File: src/rtl/uart_ram_arbiter_pkg.sv
// Shared constants for the UART/second-master RAM arbiter: owner encodings,
// default burst window and a small helper mapping a requester index to its owner code.
package uart_ram_arbiter_pkg;

    localparam logic [1:0] ARB_IDLE = 2'd0;
    localparam logic [1:0] ARB_OWN0 = 2'd1;
    localparam logic [1:0] ARB_OWN1 = 2'd2;

    localparam int DEF_MAX_BURST = 4;

    // Owner code for requester index (0 -> OWN0, 1 -> OWN1)
    function automatic logic [1:0] arb_own_of(input logic idx);
        if (idx) begin
            return ARB_OWN1;
        end else begin
            return ARB_OWN0;
        end
    endfunction

endpackage

File: src/rtl/uart_ram_arbiter_if.sv
// Requester-side access port of the RAM arbiter: request/command towards the
// arbiter, grant and registered read return back to the requester.
interface uart_ram_arbiter_if #(
    parameter int AW = 8,
    parameter int DW = 8
);
    logic          req;
    logic          we;
    logic [AW-1:0] addr;
    logic [DW-1:0] wdata;
    logic          gnt;
    logic          rvalid;
    logic [DW-1:0] rdata;

    modport master (output req, we, addr, wdata, input gnt, rvalid, rdata);
    modport slave  (input req, we, addr, wdata, output gnt, rvalid, rdata);
endinterface

File: src/rtl/uart_ram_arbiter_rd_capture.sv
// Per-requester read-return register: captures the RAM's combinational read
// data on the edge that ends a granted read and flags it valid for one cycle.
module uart_ram_arbiter_rd_capture #(
    parameter int DW = 8
) (
    input  logic          sys_clk,
    input  logic          rst,
    input  logic          cap_en,
    input  logic [DW-1:0] cap_data,
    output logic          rvalid,
    output logic [DW-1:0] rdata
);
    logic          rvalid_d, rvalid_q;
    logic [DW-1:0] rdata_d,  rdata_q;

    // Next read-return state: valid only after a granted read, data otherwise held
    always_comb begin
        rvalid_d = cap_en;
        if (cap_en) begin
            rdata_d = cap_data;
        end else begin
            rdata_d = rdata_q;
        end
    end

    // Read-return registers
    always_ff @(posedge sys_clk or posedge rst) begin
        if (rst) begin
            rvalid_q <= 1'b0;
            rdata_q  <= '0;
        end else begin
            rvalid_q <= rvalid_d;
            rdata_q  <= rdata_d;
        end
    end

    assign rvalid = rvalid_q;
    assign rdata  = rdata_q;
endmodule

File: src/rtl/uart_ram_arbiter.sv
// Round-robin, burst-bounded arbiter sharing one async-read single-port RAM
// between the UART command engine (m0) and a second master (m1).
// Grants are combinational from the registered owner; read data returns one cycle later.
module uart_ram_arbiter
    import uart_ram_arbiter_pkg::*;
#(
    parameter int AW        = 8,
    parameter int DW        = 8,
    parameter int MAX_BURST = DEF_MAX_BURST
) (
    input  logic                sys_clk,
    input  logic                rst,
    uart_ram_arbiter_if.slave   m0,
    uart_ram_arbiter_if.slave   m1,
    output logic                ram_we,
    output logic [AW-1:0]       ram_addr,
    output logic [DW-1:0]       ram_din,
    input  logic [DW-1:0]       ram_dout
);
    localparam int             CW         = $clog2(MAX_BURST + 1);
    localparam logic [CW-1:0]  BURST_LAST = CW'(MAX_BURST - 1);

    logic [1:0]    owner_d, owner_q;
    logic          last_d,  last_q;
    logic [CW-1:0] cnt_d,   cnt_q;

    logic gnt0_s, gnt1_s;
    logic cur_idx_s, cur_req_s, oth_req_s;

    assign gnt0_s    = (owner_q == ARB_OWN0) & m0.req;
    assign gnt1_s    = (owner_q == ARB_OWN1) & m1.req;
    assign cur_idx_s = (owner_q == ARB_OWN1);
    assign cur_req_s = cur_idx_s ? m1.req : m0.req;
    assign oth_req_s = cur_idx_s ? m0.req : m1.req;

    assign m0.gnt = gnt0_s;
    assign m1.gnt = gnt1_s;

    // Ownership FSM: IDLE picks by round-robin, owners keep the RAM up to the burst window
    always_comb begin
        owner_d = owner_q;
        last_d  = last_q;
        cnt_d   = cnt_q;
        case (owner_q)
            ARB_IDLE: begin
                cnt_d = '0;
                if (m0.req && m1.req) begin
                    owner_d = arb_own_of(~last_q);
                end else if (m0.req) begin
                    owner_d = ARB_OWN0;
                end else if (m1.req) begin
                    owner_d = ARB_OWN1;
                end else begin
                    owner_d = ARB_IDLE;
                end
            end
            ARB_OWN0, ARB_OWN1: begin
                if (cur_req_s) begin
                    if (cnt_q == BURST_LAST) begin
                        // window exhausted: hand over without a bubble, or open a new window
                        cnt_d = '0;
                        if (oth_req_s) begin
                            owner_d = arb_own_of(~cur_idx_s);
                            last_d  = cur_idx_s;
                        end else begin
                            owner_d = owner_q;
                            last_d  = last_q;
                        end
                    end else begin
                        cnt_d = cnt_q + CW'(1);
                    end
                end else begin
                    // voluntary release: the dropped-req cycle is the switch bubble
                    cnt_d  = '0;
                    last_d = cur_idx_s;
                    if (oth_req_s) begin
                        owner_d = arb_own_of(~cur_idx_s);
                    end else begin
                        owner_d = ARB_IDLE;
                    end
                end
            end
            default: begin
                owner_d = ARB_IDLE;
                last_d  = last_q;
                cnt_d   = '0;
            end
        endcase
    end

    // Arbiter state registers; last=1 so m0 wins the first tie
    always_ff @(posedge sys_clk or posedge rst) begin
        if (rst) begin
            owner_q <= ARB_IDLE;
            last_q  <= 1'b1;
            cnt_q   <= '0;
        end else begin
            owner_q <= owner_d;
            last_q  <= last_d;
            cnt_q   <= cnt_d;
        end
    end

    // RAM drive: owner's address/data, write strobe only on a granted write
    always_comb begin
        ram_we = (gnt0_s & m0.we) | (gnt1_s & m1.we);
        case (owner_q)
            ARB_OWN0: begin
                ram_addr = m0.addr;
                ram_din  = m0.wdata;
            end
            ARB_OWN1: begin
                ram_addr = m1.addr;
                ram_din  = m1.wdata;
            end
            default: begin
                ram_addr = '0;
                ram_din  = '0;
            end
        endcase
    end

    uart_ram_arbiter_rd_capture #(.DW(DW)) u_cap0 (
        .sys_clk  (sys_clk),
        .rst      (rst),
        .cap_en   (gnt0_s & ~m0.we),
        .cap_data (ram_dout),
        .rvalid   (m0.rvalid),
        .rdata    (m0.rdata)
    );

    uart_ram_arbiter_rd_capture #(.DW(DW)) u_cap1 (
        .sys_clk  (sys_clk),
        .rst      (rst),
        .cap_en   (gnt1_s & ~m1.we),
        .cap_data (ram_dout),
        .rvalid   (m1.rvalid),
        .rdata    (m1.rdata)
    );
endmodule

File: src/flat_wrapper.sv
// flat-port wrapper written by rule: the top's interface ports become plain ports
module uart_ram_arbiter_flat import uart_ram_arbiter_pkg::*;
#(
    parameter int AW        = 8,
    parameter int DW        = 8,
    parameter int MAX_BURST = DEF_MAX_BURST
)
  (sys_clk, rst, ram_we, ram_addr, ram_din, ram_dout, m0_req, m0_we, m0_addr, m0_wdata, m0_gnt, m0_rvalid, m0_rdata, m1_req, m1_we, m1_addr, m1_wdata, m1_gnt, m1_rvalid, m1_rdata);
  uart_ram_arbiter_if #(.AW(AW), .DW(DW)) m0_i ();
  uart_ram_arbiter_if #(.AW(AW), .DW(DW)) m1_i ();
  input  logic sys_clk;
  input  logic rst;
  output logic ram_we;
  output logic [AW-1:0] ram_addr;
  output logic [DW-1:0] ram_din;
  input  logic [DW-1:0] ram_dout;
  input wire logic [$bits(m0_i.req)-1:0] m0_req;
  input wire logic [$bits(m0_i.we)-1:0] m0_we;
  input wire logic [$bits(m0_i.addr)-1:0] m0_addr;
  input wire logic [$bits(m0_i.wdata)-1:0] m0_wdata;
  output wire logic [$bits(m0_i.gnt)-1:0] m0_gnt;
  output wire logic [$bits(m0_i.rvalid)-1:0] m0_rvalid;
  output wire logic [$bits(m0_i.rdata)-1:0] m0_rdata;
  input wire logic [$bits(m1_i.req)-1:0] m1_req;
  input wire logic [$bits(m1_i.we)-1:0] m1_we;
  input wire logic [$bits(m1_i.addr)-1:0] m1_addr;
  input wire logic [$bits(m1_i.wdata)-1:0] m1_wdata;
  output wire logic [$bits(m1_i.gnt)-1:0] m1_gnt;
  output wire logic [$bits(m1_i.rvalid)-1:0] m1_rvalid;
  output wire logic [$bits(m1_i.rdata)-1:0] m1_rdata;
  assign m0_i.req = m0_req;
  assign m0_i.we = m0_we;
  assign m0_i.addr = m0_addr;
  assign m0_i.wdata = m0_wdata;
  assign m0_gnt = m0_i.gnt;
  assign m0_rvalid = m0_i.rvalid;
  assign m0_rdata = m0_i.rdata;
  assign m1_i.req = m1_req;
  assign m1_i.we = m1_we;
  assign m1_i.addr = m1_addr;
  assign m1_i.wdata = m1_wdata;
  assign m1_gnt = m1_i.gnt;
  assign m1_rvalid = m1_i.rvalid;
  assign m1_rdata = m1_i.rdata;
  uart_ram_arbiter #(.AW(AW), .DW(DW), .MAX_BURST(MAX_BURST)) u_core (.sys_clk(sys_clk), .rst(rst), .m0(m0_i), .m1(m1_i), .ram_we(ram_we), .ram_addr(ram_addr), .ram_din(ram_din), .ram_dout(ram_dout));
endmodule
File: config.mk
export PLATFORM = sky130hd
export DESIGN_NAME = uart_ram_arbiter_flat
export DESIGN_NICKNAME = d
export VERILOG_FILES = /design/src/rtl/uart_ram_arbiter_pkg.sv /design/src/rtl/uart_ram_arbiter_if.sv /design/src/rtl/uart_ram_arbiter_rd_capture.sv /design/src/rtl/uart_ram_arbiter.sv /design/src/flat_wrapper.sv
export SDC_FILE = /design/constraint.sdc
export NUM_CORES = 1
export LEC_CHECK = 0
export ABC_AREA = 1
export BUFFER_PORTS_ARGS = -buffer_cell sky130_fd_sc_hd__buf_2
export CAP_MARGIN = 40
export CELL_PAD_IN_SITES_DETAIL_PLACEMENT = 1
export CELL_PAD_IN_SITES_GLOBAL_PLACEMENT = 2
export CORE_AREA = 2 2 96 70
export CTS_CLUSTER_DIAMETER = 120
export DETAILED_ROUTE_END_ITERATION = 8
export DIE_AREA = 0 0 98 72
export PLACE_DENSITY = 0.84
export SLEW_MARGIN = 10
export SYNTH_ARGS = -nofsm -noshare
export SYNTH_HDL_FRONTEND = slang
export SYNTH_SLANG_ARGS = --single-unit
File: constraint.sdc
create_clock -name sys_clk -period 1.99 [get_ports sys_clk]
set_input_delay 0.199 -clock sys_clk [delete_from_list [all_inputs] [get_ports sys_clk]]
set_output_delay 0.199 -clock sys_clk [all_outputs]
set_load 0.02 [all_outputs]
==> results of run 1 <==
critical path: cells and delay by family, from the launching register on:
| family | cells | cell delay [ps] |
|---|---|---|
| DFF | 1 | 410 |
| buffers and inverters | 3 | 310 |
| and+or+nand+nor | 1 | 90 |
| AOI/OAI and AO/OA | 1 | 190 |
| adders and majority gates | 1 | 390 |
logic make-up after synthesis:
| group | after synthesis | share of synthesized area |
|---|---|---|
| buf+inv | 32 | 0.09947 |
| flops | 24 | 0.4197 |
| fa+ha+maj | 6 | 0.05235 |
| compound gates | 36 | 0.1815 |
| simple gates | 84 | 0.2469 |
layer usage:
| layer | up-vias | wire, um |
|---|---|---|
| li1 | 728 | - |
| met1 | 696 | 1888 |
| met2 | 26 | 2043 |
| met3 | 4 | 114 |
| met4 | 0 | 34 |
| met5 | - | 0 |
area by class of cell:
type                       instances  area, um^2  share of cell area
multi-input combinational        126       689.4              0.3433
timing repair buffer              86       450.4              0.2243
clock inverter                     1       30.03             0.01495
clock buffer                       3       41.29             0.02056
tap                               78       97.59             0.04860
sequential                        24       603.1              0.3003
inverter                          25       96.34             0.04797
final timing paths:
path | from | to | cells past startpoint | slack, ps
min in group asynchronous | rst | u_core.u_cap1.rdata[1]$_DFFE_PP0P_ | 4 | 510
min reg2reg | u_core.cnt_q[0]$_DFF_PP0_ | u_core.cnt_q[0]$_DFF_PP0_ | 1 | 440
max in group asynchronous | rst | u_core.last_q$_DFFE_PP1P_ | 4 | 1170
min | m0_we | u_core.u_cap0.rvalid$_DFF_PP0_ | 2 | 110
max reg2reg | u_core.owner_q[0]$_DFFE_PP0P_ | u_core.owner_q[0]$_DFFE_PP0P_ | 7 | 440
max | u_core.owner_q[0]$_DFFE_PP0P_ | ram_addr[2] | 6 | 130
sequential cells by signal (all words and copies together) (netlist names):
signal / flops
u_core.cnt_q: 3
u_core.last_q: 1
u_core.owner_q: 2
u_core.u_cap0.rdata: 8
u_core.u_cap0.rvalid: 1
u_core.u_cap1.rdata: 8
u_core.u_cap1.rvalid: 1
per-stage QoR:
step	setup slack [ps]	std cells
after floorplan	354.3	182
after global placement	417.9	338
after detailed placement	392.0	338
after CTS	72.86	343
after global routing	7.738	343
final	133.8	343
Yosys cell counts:
| cell | instances |
|---|---|
| sky130_fd_sc_hd__dfrtp_1 | 23 |
| sky130_fd_sc_hd__ha_1 | 6 |
| sky130_fd_sc_hd__nand2_1 | 68 |
| sky130_fd_sc_hd__a21oi_1 | 16 |
| sky130_fd_sc_hd__o21ai_2 | 16 |
| sky130_fd_sc_hd__nand2_2 | 3 |
| sky130_fd_sc_hd__nand2_4 | 1 |
| sky130_fd_sc_hd__o21ai_1 | 1 |
| sky130_fd_sc_hd__nor2_1 | 4 |
| sky130_fd_sc_hd__nand3_1 | 5 |
| sky130_fd_sc_hd__buf_4 | 1 |
| sky130_fd_sc_hd__a21oi_4 | 1 |
| sky130_fd_sc_hd__inv_2 | 3 |
| sky130_fd_sc_hd__inv_1 | 22 |
| sky130_fd_sc_hd__and3_1 | 1 |
| sky130_fd_sc_hd__dfstp_2 | 1 |
| sky130_fd_sc_hd__nor2_4 | 2 |
| sky130_fd_sc_hd__a22o_1 | 1 |
| sky130_fd_sc_hd__buf_2 | 3 |
| sky130_fd_sc_hd__buf_6 | 2 |
| sky130_fd_sc_hd__buf_1 | 1 |
| sky130_fd_sc_hd__a32o_1 | 1 |
report_power, final:
part / internal (W) / total (W) / switching, W
Sequential: 0.000680 / 0.000794 / 0.000114
Clock: 0.000269 / 0.000429 / 0.000159
Combinational: 0.000540 / 0.00158 / 0.00104
timing repair:
action / in CTS / in global routing
gates resized for setup: 0 / 5
setup endpoints to repair: 0 / 15
hold buffers: 1 / 0
endpoints found under the hold margin: 23 / 0
setup buffers: 0 / 0
==> impl_summary.log, run 1 <==
[metrics] area share of the leading cell type in the synthesized netlist: 0.4014
[metrics] Initial Util: 0.2352
[metrics] sum of overflow across all layers after global routing: 0
[metrics] Core Footprint: 6096 um^2
[metrics] count of state elements after synthesis: 24
[metrics] count of clock tree sinks: 24
[metrics] # port buffers: 82
[metrics] number of hold violations in the final report: 0
[metrics] Worst Clk Skew: 13.71 ps
[metrics] total of endpoints with negative setup slack in the final report: 0
[metrics] net count reported at finish: 318
[metrics] global routing usage summed across all routing layers: 0.1149
[metrics] hold slack final: 110.0 ps
[metrics] number of search-and-repair iterations in the first detailed-routing pass: 4
[metrics] Inserted Clock Buffers: 3
[metrics] clock input transition at the sequential cells of the worst setup and hold paths: 90 ps
[metrics] global placer's final weighted congestion: 0.8128
[metrics] pin count of the biggest net entering global routing: 25
[metrics] power density of the placed cells: 1395 nW/um^2
[metrics] met2 GRT Util: 0.2002
[metrics] net count after synthesis: 234
[metrics] total die area: 7056 um^2
[metrics] critical path, cell by cell: inv_1 -> ha_1 -> nand2_1 -> inv_1 -> a32o_1 -> buf_2
[metrics] Die X-Extent: 98 um
[metrics] Slew Limit Fails: 0
[metrics] total placed instance area: 1916 um^2
[metrics] Top cell by count, worst path: sky130_fd_sc_hd__inv_1
[metrics] via count: 1454
[metrics] number of vias per cell: 4.239
[metrics] number of H-tree levels: 1
[metrics] maximum fanout along the worst path: 5
[metrics] DRC violation total after the first TritonRoute iteration: 51
[metrics] largest incremental delay on the critical path: 410 ps
[metrics] number of antenna violations at the first check in global routing: 0
[metrics] detail-routed net length per standard cell: 11.90 um
[metrics] register area share after synthesis: 0.4197
[metrics] Site Rows: 24
[metrics] global-route wire length before repair: 6706 um
[metrics] ports placed on the boundary: 83
[metrics] cell area after technology mapping: 1434 um^2
[metrics] post-detailed-route DRC marker count: 0
[metrics] main area contributors after synthesis: sky130_fd_sc_hd__dfrtp_1, sky130_fd_sc_hd__nand2_1, sky130_fd_sc_hd__o21ai_2
[metrics] share of post-route cells with drive strength above 1: 0.4415
[metrics] Filler cells: 777
[metrics] die height: 72 um
[metrics] sort of element at the start of the critical path: flip-flop
[metrics] post-synthesis instance total: 182
[metrics] unrepaired setup endpoints after global routing: false
[metrics] Yosys warning count: 0
[metrics] actual slew at the worst max-slew pin: 359.0 ps
[metrics] distinct cell type count after synthesis: 22
[metrics] cell taking the most area after synthesis: sky130_fd_sc_hd__dfrtp_1
[metrics] class of the tightest hold or removal check: in -> reg
[metrics] post-route cell area: 2008 um^2
[metrics] most frequent standard cell in the layout excluding fill and tap cells: sky130_fd_sc_hd__buf_2
[metrics] post-detailed-placement half-perimeter wirelength: 3270 um
[metrics] GR met1 Demand/Resource: 0.1535
[metrics] vias in the first global route: 1398
[metrics] max-cap check violation count: 0
[metrics] most crowded layer after global routing: met2
[metrics] master of the slowest instance on the critical path: sky130_fd_sc_hd__dfrtp_1
[metrics] root buffer cell: sky130_fd_sc_hd__clkbuf_8
[metrics] count of nets left with antenna violations after detail routing: 0
[metrics] mean area per synthesized cell: 7.878 um^2
[metrics] Worst Path Required: 1790 ps
[metrics] minimum clock period: 1856 ps
[metrics] P_leak: 1.137 nW
[metrics] grt met3 use: 0.01541
[metrics] maximum vdd drop: 0.2973 mV
[metrics] final WL: 4080 um
[metrics] fin util: 0.3294
[metrics] total negative slack: 0 ps
[metrics] arrival time of the worst setup path: 1660 ps
[metrics] critical path class: reg -> out
[metrics] Max transition margin: 0.7603
[metrics] most used cells in the layout excluding fill and tap cells: sky130_fd_sc_hd__buf_2, sky130_fd_sc_hd__nand2_1, sky130_fd_sc_hd__inv_1, sky130_fd_sc_hd__dfrtp_1
[metrics] type of element capturing the critical path: output port
[metrics] outcome: finished clean
[metrics] CTS tree: yes
[metrics] CTS max path bufs: 2
[metrics] antenna cell count: 0
[metrics] timing-limited maximum frequency: 538.7 MHz
[metrics] power consumption: 0.002801 W
[metrics] Layout area overhead: 40.05%
[metrics] Tcrit/Tclk final: 0.9328
[metrics] Skew-Pair Late Insertion Delay: 270 ps
(Power assumes the default switching activity.)
==> run 2: changes to the inputs <==
--- a/config.mk
+++ b/config.mk
@@ -10,11 +10,11 @@
 export CAP_MARGIN = 40
 export CELL_PAD_IN_SITES_DETAIL_PLACEMENT = 1
 export CELL_PAD_IN_SITES_GLOBAL_PLACEMENT = 2
-export CORE_AREA = 2 2 96 70
+export CORE_AREA = 2 2 103 65
 export CTS_CLUSTER_DIAMETER = 120
 export DETAILED_ROUTE_END_ITERATION = 8
-export DIE_AREA = 0 0 98 72
-export PLACE_DENSITY = 0.84
+export DIE_AREA = 0 0 105 67
+export PLACE_DENSITY = 0.85
 export SLEW_MARGIN = 10
 export SYNTH_ARGS = -nofsm -noshare
 export SYNTH_HDL_FRONTEND = slang
==> constraint.sdc (replaced) <==
create_clock -name sys_clk -period 1.99 [get_ports sys_clk]
set_input_delay 0.199 -clock sys_clk [delete_from_list [all_inputs] [get_ports sys_clk]]
set_output_delay 0.199 -clock sys_clk [all_outputs]
set_load 0.005 [all_outputs]
==> run 2 against run 1 <==
Cell count rose by 2.0%. Non-clock buffer count rose by 1. Combinational power shrank 20%. Clock skew down 12 ps. Worst setup slack improved by 18 ps. Sequential share of layout area up 0.24 points. Design area shrank 1.0%. Via count is 0.83% lower. Largest power group unchanged.
==> impl_summary.log, run 2 (synthesis results as in run 1) <==
[metrics] outcome: finished clean
[metrics] count of nets left with antenna violations after detail routing: 0
[metrics] power density of the placed cells: 1178 nW/um^2
[metrics] ports placed on the boundary: 83
[metrics] number of hold violations in the final report: 0
[metrics] number of placed instances, taps included: 345
[metrics] CTS max path bufs: 2
[metrics] Max transition margin: 0.7669
[metrics] root buffer cell: sky130_fd_sc_hd__clkbuf_8
[metrics] Tcrit/Tclk final: 0.9236
[metrics] global placer's final weighted congestion: 0.8277
[metrics] post-detailed-placement half-perimeter wirelength: 3280 um
[metrics] number of antenna violations at the first check in global routing: 0
[metrics] CTS tree: yes
[metrics] Core Footprint: 6001 um^2
[metrics] Post-CTS Setup Bufs: 0
[metrics] Skew-Pair Late Insertion Delay: 260 ps
[metrics] minimum clock period: 1838 ps
[metrics] Worst Path Required: 1790 ps
[metrics] class of the tightest hold or removal check: in -> reg
[metrics] worst path setup slack after routing: 152.0 ps
[metrics] vias in the first global route: 1412
[metrics] critical path class: reg -> out
[metrics] hold slack final: 132.1 ps
[metrics] most frequent standard cell in the layout excluding fill and tap cells: sky130_fd_sc_hd__buf_2
[metrics] unrepaired setup endpoints after global routing: false
[metrics] Initial Util: 0.2389
[metrics] detail-routed net length per standard cell: 11.31 um
[metrics] arrival time of the worst setup path: 1640 ps
[metrics] Worst Clk Skew: 1.636 ps
[metrics] P_leak: 1.128 nW
[metrics] sort of element at the start of the critical path: flip-flop
[metrics] Die X-Extent: 105 um
[metrics] Inserted Clock Buffers: 3
[metrics] sum of overflow across all layers after global routing: 0
[metrics] net count reported at finish: 319
[metrics] actual slew at the worst max-slew pin: 349.1 ps
[metrics] maximum vdd drop: 0.2997 mV
[metrics] # port buffers: 82
[metrics] Slew Limit Fails: 0
[metrics] number of search-and-repair iterations in the first detailed-routing pass: 3
[metrics] total negative slack: 0 ps
[metrics] clock input transition at the sequential cells of the worst setup and hold paths: 80 ps
[metrics] total of endpoints with negative setup slack in the final report: 0
[metrics] Filler cells: 800
[metrics] Site Rows: 22
[metrics] maximum fanout along the worst path: 5
[metrics] global-route wire length before repair: 6658 um
[metrics] antenna cell count: 0
[metrics] timing-limited maximum frequency: 544.1 MHz
[metrics] count of clock tree sinks: 24
[metrics] number of vias per cell: 4.120
[metrics] type of element capturing the critical path: output port
[metrics] count of placed standard cells in the final layout, fillers left out: 350
[metrics] final WL: 3960 um
[metrics] max-cap check violation count: 0
[metrics] die height: 67 um
[metrics] Layout area overhead: 38.66%
[metrics] pin count of the biggest net entering global routing: 25
[metrics] total die area: 7035 um^2
[metrics] via count: 1442
[metrics] most used cells in the layout excluding fill and tap cells: sky130_fd_sc_hd__buf_2, sky130_fd_sc_hd__nand2_1, sky130_fd_sc_hd__dfrtp_1, sky130_fd_sc_hd__inv_1
[metrics] fin util: 0.3313
[metrics] number of H-tree levels: 1
[metrics] global routing usage summed across all routing layers: 0.1160
[metrics] share of post-route cells with drive strength above 1: 0.4361
[metrics] DRC violation total after the first TritonRoute iteration: 63
[metrics] post-place setup slack: 340.6 ps
[metrics] post-detailed-route DRC marker count: 0
## run 2: layout make-up
class	instances	area, um^2	area share
Sequential cell	24	601.8	0.3027
Clock buffer	4	45.04	0.02266
Multi-Input combinational cell	126	689.4	0.3468
Timing Repair Buffer	87	450.4	0.2266
Inverter	25	96.34	0.04846
Tap cell	84	105.1	0.05286
## run 2: metal layers
| metal | wire, um | track usage | part of all wire | up-vias |
|---|---|---|---|---|
| li1 | - | - | - | 731 |
| met5 | 0 | 0 | 0 | - |
| met2 | 1827 | 0.1964 | 0.46 | 28 |
| met3 | 144 | 0.02446 | 0.036 | 4 |
| met1 | 1967 | 0.1553 | 0.50 | 679 |
| met4 | 21 | 0.02000 | 0.0053 | 0 |
## run 2: report_power, final
| part | internal (W) | leakage, nW | total (W) | switching, W |
|---|---|---|---|---|
| Combinational | 0.000533 | 0.800 | 0.00126 | 0.000729 |
| Clock | 0.000143 | 0.0228 | 0.000286 | 0.000143 |
| Sequential | 0.000679 | 0.306 | 0.000795 | 0.000116 |
| Total | 0.00135 | 1.13 | 0.00234 | 0.000988 |
## run 2: timing repair
action,CTS,global route
endpoints found under the setup margin,0,1
gates resized for setup,0,2
endpoints found under the hold margin,23,0
hold buffers,1,0
## run 2: path summary, 6_finish.rpt
| kind | slack, ps | cells past startpoint | to | start |
|---|---|---|---|---|
| setup / recovery | 150 | 6 | ram_addr[2] | u_core.owner_q[0]$_DFFE_PP0P_ |
| hold / removal | 130 | 2 | u_core.u_cap0.rvalid$_DFF_PP0_ | m0_we |
| setup reg to reg | 400 | 10 | u_core.owner_q[1]$_DFFE_PP0P_ | u_core.owner_q[0]$_DFFE_PP0P_ |
| hold reg to reg | 470 | 1 | u_core.cnt_q[0]$_DFF_PP0_ | u_core.cnt_q[0]$_DFF_PP0_ |
| max in group asynchronous | 1190 | 4 | u_core.last_q$_DFFE_PP1P_ | rst |
| min in group asynchronous | 520 | 4 | u_core.u_cap0.rdata[0]$_DFFE_PP0P_ | rst |
## run 2: metrics by stage
stage          instance area (um^2)  total power, W
2_1_floorplan                  1434        0.001577
3_3_place_gp                   1931        0.002040
3_5_place_dp                   1931        0.002086
4_1_cts                        1986        0.002385
5_1_grt                        1988        0.002587
6_report                       1988        0.002343
## run 2: worst max-delay path, stage by stage (launching register included)
cell                      delay, ps
sky130_fd_sc_hd__dfrtp_1        420
sky130_fd_sc_hd__inv_1          100
sky130_fd_sc_hd__ha_1           390
sky130_fd_sc_hd__nand2_1         90
sky130_fd_sc_hd__inv_1           60
sky130_fd_sc_hd__a32o_1         190
sky130_fd_sc_hd__buf_2          120
==> run 3: changes to the inputs <==
--- a/config.mk
+++ b/config.mk
@@ -14,7 +14,7 @@
 export CTS_CLUSTER_DIAMETER = 120
 export DETAILED_ROUTE_END_ITERATION = 8
 export DIE_AREA = 0 0 105 67
-export PLACE_DENSITY = 0.85
+export PLACE_DENSITY_LB_ADDON = 0.1
 export SLEW_MARGIN = 10
 export SYNTH_ARGS = -nofsm -noshare
 export SYNTH_HDL_FRONTEND = slang
==> run 3 against run 2 <==
First-iteration DRC count decreased by 52%. Largest power group unchanged. Count of clock-buffer cells in the layout unchanged. Critical path depth increased by 1. Power decreased by 0.86%. Sequential power decreased by 0.8%. Cell count decreased by 0.29%.
==> impl_summary.log, run 3 (synthesis results as in run 1) <==
[metrics] net count reported at finish: 318
[metrics] ports placed on the boundary: 83
[metrics] number of search-and-repair iterations in the first detailed-routing pass: 4
[metrics] critical path class: reg -> out
[metrics] number of vias per cell: 4.040
[metrics] Die X-Extent: 105 um
[metrics] total die area: 7035 um^2
[metrics] post-cts repair resize count: 0
[metrics] Inserted Clock Buffers: 3
[metrics] total negative slack: 0 ps
[metrics] arrival time of the worst setup path: 1650 ps
[metrics] CTS max path bufs: 2
[metrics] global placer's final weighted congestion: 0.7195
[metrics] Filler cells: 796
[metrics] post-place setup slack: 365.1 ps
[metrics] Core Footprint: 6001 um^2
[metrics] CTS tree: yes
[metrics] Worst Clk Skew: 6.028 ps
[metrics] post-detailed-route DRC marker count: 0
[metrics] number of antenna violations at the first check in global routing: 0
[metrics] Sequential Area: 601.8 um^2
[metrics] root buffer cell: sky130_fd_sc_hd__clkbuf_8
[metrics] # port buffers: 82
[metrics] worst reg-to-reg setup slack: 390 ps
[metrics] total placed instance area: 1923 um^2
[metrics] total of endpoints with negative setup slack in the final report: 0
[metrics] global routing usage summed across all routing layers: 0.1264
[metrics] WL met2: 1726 um
[metrics] number of hold violations in the final report: 0
[metrics] DRC violation total after the first TritonRoute iteration: 30
[metrics] sort of element at the start of the critical path: flip-flop
[metrics] count of clock tree sinks: 24
[metrics] Max transition margin: 0.7573
[metrics] clock input transition at the sequential cells of the worst setup and hold paths: 80 ps
[metrics] class of the tightest hold or removal check: in -> reg
[metrics] P_leak: 1.123 nW
[metrics] count of nets left with antenna violations after detail routing: 0
[metrics] maximum fanout along the worst path: 17
[metrics] Skew-Pair Late Insertion Delay: 260 ps
[metrics] via count: 1410
[metrics] hold slack final: 122.2 ps
[metrics] Worst Path Required: 1790 ps
[metrics] power density of the placed cells: 1174 nW/um^2
[metrics] antenna cell count: 0
[metrics] met3 wire len: 314 um
[metrics] outcome: finished clean
[metrics] most frequent standard cell in the layout excluding fill and tap cells: sky130_fd_sc_hd__buf_2
[metrics] global-route wire length before repair: 6989 um
[metrics] multi-input combinational cell area: 689.4 um^2
[metrics] Site Rows: 22
[metrics] routed length on met1: 2192 um
[metrics] worst path setup slack after routing: 137.2 ps
[metrics] pin count of the biggest net entering global routing: 25
[metrics] Layout area overhead: 37.96%
[metrics] Slew Limit Fails: 0
[metrics] sum of overflow across all layers after global routing: 0
[metrics] count of placed standard cells in the final layout, fillers left out: 349
[metrics] maximum vdd drop: 0.3264 mV
[metrics] unrepaired setup endpoints after global routing: false
[metrics] post-detailed-placement half-perimeter wirelength: 3572 um
[metrics] vias in the first global route: 1433
[metrics] number of placed instances, taps included: 344
[metrics] number of H-tree levels: 1
[metrics] Top Metal Used: met4
[metrics] max-cap check violation count: 0
[metrics] die height: 67 um
[metrics] detail-routed net length per standard cell: 12.16 um
[metrics] most used cells in the layout excluding fill and tap cells: sky130_fd_sc_hd__buf_2, sky130_fd_sc_hd__nand2_1, sky130_fd_sc_hd__dfrtp_1, sky130_fd_sc_hd__inv_1
[metrics] final WL: 4245 um
[metrics] minimum clock period: 1853 ps
[metrics] Tcrit/Tclk final: 0.9311
[metrics] type of element capturing the critical path: output port
[metrics] timing-limited maximum frequency: 539.7 MHz
[metrics] Initial Util: 0.2389
[metrics] actual slew at the worst max-slew pin: 363.5 ps
[metrics] share of post-route cells with drive strength above 1: 0.4340
[metrics] post-route cell area: 1978 um^2
[metrics] Post-CTS Setup Bufs: 0
[run 3: changes by cell type in the layout (fill, tap and decap cells not counted)]
cell / change
sky130_fd_sc_hd__inv_2: +1
sky130_fd_sc_hd__inv_4: -1
sky130_fd_sc_hd__buf_4: -1
[run 3: final timing paths]
path	start	cells past startpoint	end
setup / recovery	u_core.owner_q[1]$_DFFE_PP0P_	7	ram_we
hold / removal	m0_we	2	u_core.u_cap0.rvalid$_DFF_PP0_
setup reg to reg	u_core.owner_q[0]$_DFFE_PP0P_	7	u_core.owner_q[1]$_DFFE_PP0P_
hold reg to reg	u_core.cnt_q[0]$_DFF_PP0_	1	u_core.cnt_q[0]$_DFF_PP0_
max in group asynchronous	rst	4	u_core.last_q$_DFFE_PP1P_
min in group asynchronous	rst	4	u_core.u_cap1.rdata[6]$_DFFE_PP0P_
[run 3: metrics by stage]
step	power, W	utilization
CTS	0.002386	0.3297
finish	0.002322	0.3297
detailed placement	0.002086	0.3205
floorplan	0.001577	-
global placement	0.002060	0.3205
global route	0.002567	0.3297
[run 3: final cells by class]
cell class / count / share of cell area
multi-input combinational: 126 / 0.3485
clock buffer: 4 / 0.02277
sequential: 24 / 0.3042
timing repair buffer: 86 / 0.2239
inverter: 25 / 0.04744
tap: 84 / 0.05313
[run 3: what timing repair did]
item | 4_1_cts | 5_1_grt
setup endpoints to repair | 0 | 0
endpoints found under the hold margin | 23 | 0
hold buffers | 1 | 0
[run 3: worst max-delay path, stage by stage (launching register included)]
cell	delay (ps)
sky130_fd_sc_hd__dfrtp_1	420
sky130_fd_sc_hd__inv_1	100
sky130_fd_sc_hd__ha_1	190
sky130_fd_sc_hd__buf_4	190
sky130_fd_sc_hd__nand2_2	110
sky130_fd_sc_hd__inv_1	60
sky130_fd_sc_hd__a22o_1	200
sky130_fd_sc_hd__buf_2	120
[run 3: metal layers]
| metal | up-vias | global-route usage |
|---|---|---|
| met5 | - | 0 |
| met4 | 0 | 0.01500 |
| met3 | 2 | 0.04599 |
| met2 | 42 | 0.1924 |
| met1 | 633 | 0.1756 |
| li1 | 733 | - |
[run 3: power breakdown]
group / total, W / internal, W / switching [W]
Combinational: 0.00125 / 0.000515 / 0.000731
Clock: 0.000288 / 0.000143 / 0.000146
Sequential: 0.000789 / 0.000678 / 0.000111
Total: 0.00232 / 0.00134 / 0.000987
